--- src/rtl/gerador_estado_freq.sv ---
// State/phase generator for the 7-segment animation: a prescaler drives FREQ/TICK,
// and a 4-state FSM moves ST on debounced button edges, returning to idle on timeout.
module gerador_estado_freq #(
   parameter int DIV            = 12500000,
   parameter int TIMEOUT_VOLTAS = 4
) (
   input  logic       CLK,
   input  logic       RST,
   input  logic       AVANCA,
   input  logic       CANCELA,
   output logic [1:0] ST,
   output logic [1:0] FREQ,
   output logic       TICK
);

   localparam int            CW          = $clog2(DIV);
   localparam logic [CW-1:0] CNT_LAST    = CW'(DIV - 1);
   localparam int            VW          = (TIMEOUT_VOLTAS > 1) ? $clog2(TIMEOUT_VOLTAS) : 1;
   localparam logic [VW-1:0] VOLTAS_LAST = VW'((TIMEOUT_VOLTAS > 0) ? (TIMEOUT_VOLTAS - 1) : 0);
   localparam bit            TO_EN       = (TIMEOUT_VOLTAS != 0);

   typedef enum logic [1:0] {
      S_IDLE = 2'b00,
      S_UM   = 2'b01,
      S_DOIS = 2'b10,
      S_TRES = 2'b11
   } estado_t;

   estado_t         r_estado;
   estado_t         w_prox;
   logic            r_a_q;
   logic            r_c_q;
   logic [CW-1:0]   r_cnt;
   logic [1:0]      r_freq;
   logic            r_tick;
   logic [VW-1:0]   r_voltas;
   logic            w_rise_a;
   logic            w_rise_c;
   logic            w_tick_edge;
   logic            w_timeout;
   logic            w_change;

   assign w_rise_a    = AVANCA & ~r_a_q;
   assign w_rise_c    = CANCELA & ~r_c_q;
   assign w_tick_edge = (r_cnt == CNT_LAST);
   assign w_timeout   = TO_EN && (r_estado == S_TRES) && w_tick_edge &&
                        (r_freq == 2'b11) && (r_voltas == VOLTAS_LAST);

   // Next-state selection; any taken transition (even idle->idle on cancel) flags a change.
   always_comb begin
      w_prox   = r_estado;
      w_change = 1'b0;
      if (w_rise_c) begin
         w_prox   = S_IDLE;
         w_change = 1'b1;
      end else if (w_rise_a) begin
         w_change = 1'b1;
         case (r_estado)
            S_IDLE:  w_prox = S_UM;
            S_UM:    w_prox = S_DOIS;
            S_DOIS:  w_prox = S_TRES;
            S_TRES:  w_prox = S_IDLE;
            default: w_prox = S_IDLE;
         endcase
      end else if (w_timeout) begin
         w_prox   = S_IDLE;
         w_change = 1'b1;
      end else begin
         w_prox   = r_estado;
         w_change = 1'b0;
      end
   end

   // State register, edge-detect history, prescaler and timeout wrap counter.
   always_ff @(posedge CLK) begin
      if (RST) begin
         r_estado <= S_IDLE;
         r_a_q    <= 1'b1;
         r_c_q    <= 1'b1;
         r_cnt    <= '0;
         r_freq   <= 2'b00;
         r_tick   <= 1'b0;
         r_voltas <= '0;
      end else begin
         r_a_q    <= AVANCA;
         r_c_q    <= CANCELA;
         r_estado <= w_prox;
         // A state change restarts the animation and overrides a coincident tick.
         if (w_change) begin
            r_cnt    <= '0;
            r_freq   <= 2'b00;
            r_tick   <= 1'b0;
            r_voltas <= '0;
         end else if (w_tick_edge) begin
            r_cnt  <= '0;
            r_freq <= r_freq + 2'd1;
            r_tick <= 1'b1;
            if ((r_estado == S_TRES) && (r_freq == 2'b11)) begin
               r_voltas <= r_voltas + VW'(1);
            end else begin
               r_voltas <= r_voltas;
            end
         end else begin
            r_cnt  <= r_cnt + CW'(1);
            r_tick <= 1'b0;
         end
      end
   end

   assign ST   = r_estado;
   assign FREQ = r_freq;
   assign TICK = r_tick;

endmodule
--- config.mk ---
export PLATFORM = sky130hd
export DESIGN_NAME = gerador_estado_freq
export DESIGN_NICKNAME = d
export VERILOG_FILES = /design/src/rtl/gerador_estado_freq.sv
export SDC_FILE = /design/constraint.sdc
export NUM_CORES = 1
export LEC_CHECK = 0
export CAP_MARGIN = 20
export CORE_MARGIN = 5
export CORE_UTILIZATION = 65
export CTS_BUF_LIST = sky130_fd_sc_hd__clkbuf_8
export DETAILED_ROUTE_END_ITERATION = 10
export GPL_ROUTABILITY_DRIVEN = 0
export PLACE_DENSITY = 0.86
export SETUP_SLACK_MARGIN = 0.1
export SLEW_MARGIN = 10
export SYNTH_ARGS = -nofsm -noshare
export SYNTH_HDL_FRONTEND = slang
export SYNTH_SLANG_ARGS = --single-unit
--- constraint.sdc ---
create_clock -name CLK -period 2.46 [get_ports CLK]
set_input_delay 0.369 -clock CLK [delete_from_list [all_inputs] [get_ports CLK]]
set_output_delay 0.369 -clock CLK [all_outputs]
set_load 0.02 [all_outputs]
## Yosys cells after proc, flatten, opt, wreduce, memory -nomap -nowiden

Index checks and enable logic that the tools add are counted.

| storage, ports and cells | value |
|---|---|
| flip-flop bits (word level) | 33 |

| cells by class | value |
|---|---|
| add/subtract/negate cells | 3 |
| equal/unequal tests | 6 |
| multiplexer cells | 7 |
| bitwise operators | 4 |
| reduce and logical (&&, ||, !) cells | 10 |

Operator list:

| operator | count |
|---|---|
| 24-bit by 1-bit adder with 24-bit output (second input constant) | 1 |
| 24-bit == test (second input constant) | 1 |
| 2-bit == test (second input constant) | 4 |
| 2-bit case mux with 4 select lines | 1 |
| 2-bit by 1-bit adder with 2-bit output (second input constant) | 2 |
| 1-bit logical AND | 4 |
| 1-bit two-way mux | 4 |
| 2-bit two-way mux | 2 |
| 2-bit OR reduction | 2 |
| 3-bit OR reduction | 1 |
| 1-bit AND | 2 |
| 2-bit by 1-bit == test with 1-bit output (second input constant) | 1 |
| 2-bit zero test | 1 |
| 1-bit NOT | 2 |
| 2-bit AND reduction | 1 |
| 2-bit nonzero test | 1 |

## Depth between registers and ports, before layout

| logic depth | value |
|---|---|
| word-level depth | 8 |
| mapped depth | 7 |
| gate-level depth less buffers | 5 |

## Worst setup path before layout

Ideal clock, no wire load.

| path | value |
|---|---|
| path type | register -> register |
| start point | register r_cnt[0] |
| end point | register r_cnt[20] |
| setup time | 0.070 ns |
| arrival | 1.589 ns |
| slack | 0.801 ns |
| cell stages (with the launch flop) | 7 |
| path buffers | 1 |
| path through | dfxtp_1 ha_1 and4_1 buf_6 nand4_4 or4_1 a21oi_1 |

| between the ends | value |
|---|---|
| word-level cells in the longest chain between the ends | 8 |
| elaborated cells on any way between the ends | 9 |
| those cells by class | add/sub (1); eq/ne (1); mux (3); reduce/logical (4) |

RTL lines:

| what | RTL line | source |
|---|---|---|
| start: declaration | 33 | `logic [CW-1:0] r_cnt;` |
| start signal: assignment | 104 | `r_cnt <= r_cnt + CW'(1);` |
| 24-bit == test | 45 | `assign w_tick_edge = (r_cnt == CNT_LAST);` |
| 1-bit logical AND (2 in a row) | 46 | `assign w_timeout = TO_EN && (r_estado == S_TRES) && w_tick_edge &&` |
| 1-bit logical AND | 47 | `(r_freq == 2'b11) && (r_voltas == VOLTAS_LAST);` |
| 1-bit two-way mux | 65 | `end else if (w_timeout) begin` |
| 1-bit two-way mux | 56 | `end else if (w_rise_a) begin` |
| 1-bit two-way mux | 53 | `if (w_rise_c) begin` |
| 3-bit OR reduction (no line) | - |  |

Several ways; a longest one is shown, not always the timed one.
A chain may end at the register's enable or synchronous reset.

## Worst setup path in the final report

Same ends and word-level chain as after synthesis.

==> results.ini <==
[critical_path]
r2r_setup_slack_ps = 520
cp-start-kind = flip-flop
path_buf_inv = 0
worst_r2r_endpoint = r_cnt[20]
slowest_delay_ps = 500
worstPathMaxFanout = 9
worst_ep_required_time_ps = 2680
cp_top_family = simple AND/OR/NAND/NOR gates
critPathCaptureType = flip-flop
worstReg2RegStart = r_cnt[0]
crit_type = reg2reg
worst_r2r_path_depth = 5
crit_chain = ha_1, and4_1, nand4_4, or4_1, a21oi_1
cp.arrival_ps = 2160
cpMaxStageDelayCell = or4_1

[route]
wl_per_cell_um = 15.4
vias = 1319
drt_pass1_iterations = 4
antenna_left = 0
drc = 0
wl_mm = 3.30
drt-initial-drc-count = 49
via_per_inst = 6.16

[power_and_ir_drop]
combinationalPowerShare_pct = 3.7
power_frac_seq_pct = 52.8
p_leak_nw = 0.672
pwr-share-clk_pct = 43.5
p_int_mw = 0.809
irDropWorstVdd_mv = 0.487
p_sw_mw = 0.225
swShare_pct = 21.7
power_density_nw_per_um2 = 583

[clock_network]
clk_path_buf_depth = 2
cts_tree = done
htreeDepth = 2
cts_setup_buffers = 0
clkSlewWorstSetupHoldPaths_ps = 70
ctsHoldBuffers = 0
numClockSinks = 33
ctsResizeCount = 0
cts-root-buf = clkbuf_8
worstSkewPairLatency_ps = 290
cts_buffers = 5

[global_route]
grt_pass1_wl_mm = 5.66
track_usage_pct = 21.7
overflow = 0
grt_max_degree = 24
antenna_found_initial = 0
grt_pass1_vias = 1317

[run]
maxCapViolations = 0

[sta]
setup_ws_ps = 519
min_period_over_period_pct = 78.9
final_max_slew_viol_count = 0
tightestPinTransition_ps = 365
fmax_ghz = 0.515
max_slew_margin_pct = 75.4
skew_ps = 5.02
hold_viol = 0
setup_viol = 0
post-route-min-period_ps = 1940
rsz0062_at_grt = false
tns_ps = 0

[logic_synthesis]
syn_area_um2 = 1590
synth_cell_type_count = 39
synthCells = 174
synth_nets = 184
synth_edf_count = 0
ys_seq_area_share_pct = 41.6
avgSynthCellArea_um2 = 9.13
ys.flop_type = dfxtp_1
ys_warn_count = 0
async_flop_share_pct = 0
synth-seq-cells = 33

[hold_path]
hold_depth = 2
hp-start = r_voltas[1]
holdPathEnd = r_voltas[1]
hp-class = reg2reg

[place]
portBuffers = 8
pre_cts_slack_ps = 556
hpwlAfterDp_mm = 2.32

[status]
run_status = complete, no violations

[floorplan]
die_y_um = 59.4
io_pins = 9
die_width_um = 59.4
core_area_um2 = 2410
die_area_um2 = 3530
num_rows = 18
initial_core_util_pct = 65.9

[cells_and_area]
diodes = 0
nets = 193
drive_gt1_share_pct = 9.24
area_delta_synth_final_pct = 11.7

==> layer usage <==
| layer | part of all wire [%] | routed length (um) | global-route usage [%] | vias up |
|---|---|---|---|---|
| li1 | - | - | - | 650 |
| met1 | 42 | 1380 | 24.0 | 627 |
| met2 | 51 | 1690 | 37.3 | 29 |
| met3 | 4.3 | 142 | 5.23 | 13 |
| met4 | 2.8 | 93 | 12.6 | 0 |
| met5 | 0 | 0 | 0 | - |
==> cells in the mapped netlist, types with 2 or more instances <==
master / n / area share, %
and3_1: 9 / 3.5
nand3_1: 12 / 3.8
mux2i_1: 2 / 1.3
ha_1: 6 / 4.7
o21ai_0: 8 / 2.5
or4_1: 5 / 2.4
and2_1: 2 / 0.79
buf_2: 3 / 0.94
o31ai_1: 4 / 1.9
xor2_1: 10 / 5.5
and4_1: 3 / 1.7
inv_1: 5 / 1.2
dfxtp_1: 33 / 42
nand4_4: 2 / 2.7
nand2b_1: 2 / 0.79
or3_1: 7 / 2.8
a21oi_1: 12 / 3.8
xnor2_1: 2 / 1.1
nand2_1: 9 / 2.1
nand4_1: 5 / 2.0
clkbuf_1: 2 / 0.47
or2_2: 2 / 0.79
nor2_1: 13 / 3.1
==> logic make-up after synthesis <==
kind of cell    share of synthesized area [%]
buf+inv                                  3.78
fa+ha+maj                                4.72
simple gates                             31.9
xor+xnor                                 6.61
compound gates                           10.2
flops                                    41.6
mux                                      1.26
==> registers in the layout, summed over array words and instances, names as in the netlist <==
signal    count
r_cnt        24
FREQ          2
ST            2
r_voltas      2
TICK          1
r_a_q         1
r_c_q         1
==> worst max path at each step <==
stage                        start  slack (ps)   endpoint  cells after the start
after floorplan           r_cnt[0]         800  r_cnt[20]                      6
after global placement    r_cnt[0]         620  r_cnt[20]                      5
after detailed placement  r_cnt[0]         560  r_cnt[20]                      5
after CTS                 r_cnt[0]         530  r_cnt[20]                      5
after global routing      r_cnt[0]         340  r_cnt[20]                      5
final                     r_cnt[0]         520  r_cnt[20]                      5
==> tightest hold or removal path, delay by kind of cell (launching register included) <==
kind             cells  cell delay, ps
AND/OR/NAND/NOR      1              60
flip-flops           1             320
multiplexers         1              60
==> power groups by stage <==
stage | logic [mW] | clock network [mW] | registers (mW)
2_1_floorplan | 0.0222 | 0 | 0.558
5_1_grt | 0.0424 | 0.478 | 0.546
4_1_cts | 0.0393 | 0.455 | 0.546
6_report | 0.0387 | 0.450 | 0.546
3_3_place_gp | 0.0347 | 0 | 0.557
3_5_place_dp | 0.0389 | 0 | 0.558
==> cells in the final DEF, fill, tap and decap left out, drive strengths merged, types with 2 or more instances in the layout <==
cell type / count
dfxtp: 33
nor2: 13
nand3: 13
a21oi: 12
xor2: 10
and3: 10
nand2: 9
o21ai: 9
clkdlybuf4s50: 8
or3: 7
clkbuf: 7
nand4: 7
ha: 6
inv: 5
or4: 5
o31ai: 4
and4: 4
nand2b: 2
xnor2: 2
mux2i: 2
or2: 2
and2: 2
and4bb: 2
==> stage by stage <==
step,instance area (um^2),cells,power [mW],util (%),hold slack [ps]
5_1_grt,1770,214,1.07,73.6,512
3_5_place_dp,1670,206,0.597,69.4,479
4_1_cts,1770,214,1.04,73.6,488
6_report,1770,214,1.03,73.6,483
3_3_place_gp,1670,206,0.592,69.4,450
2_1_floorplan,1590,174,0.580,-,438
==> layout make-up <==
| class | instances | area (um^2) |
|---|---|---|
| multi-input combinational | 129 | 868 |
| timing repair buffer | 9 | 87.6 |
| tap | 30 | 37.5 |
| clock inverter | 1 | 5.00 |
| clock buffer | 7 | 96.3 |
| fill | 164 | 636 |
| inverter | 5 | 18.8 |
| sequential | 33 | 661 |
Note: power is estimated with default switching activity, not from simulation.
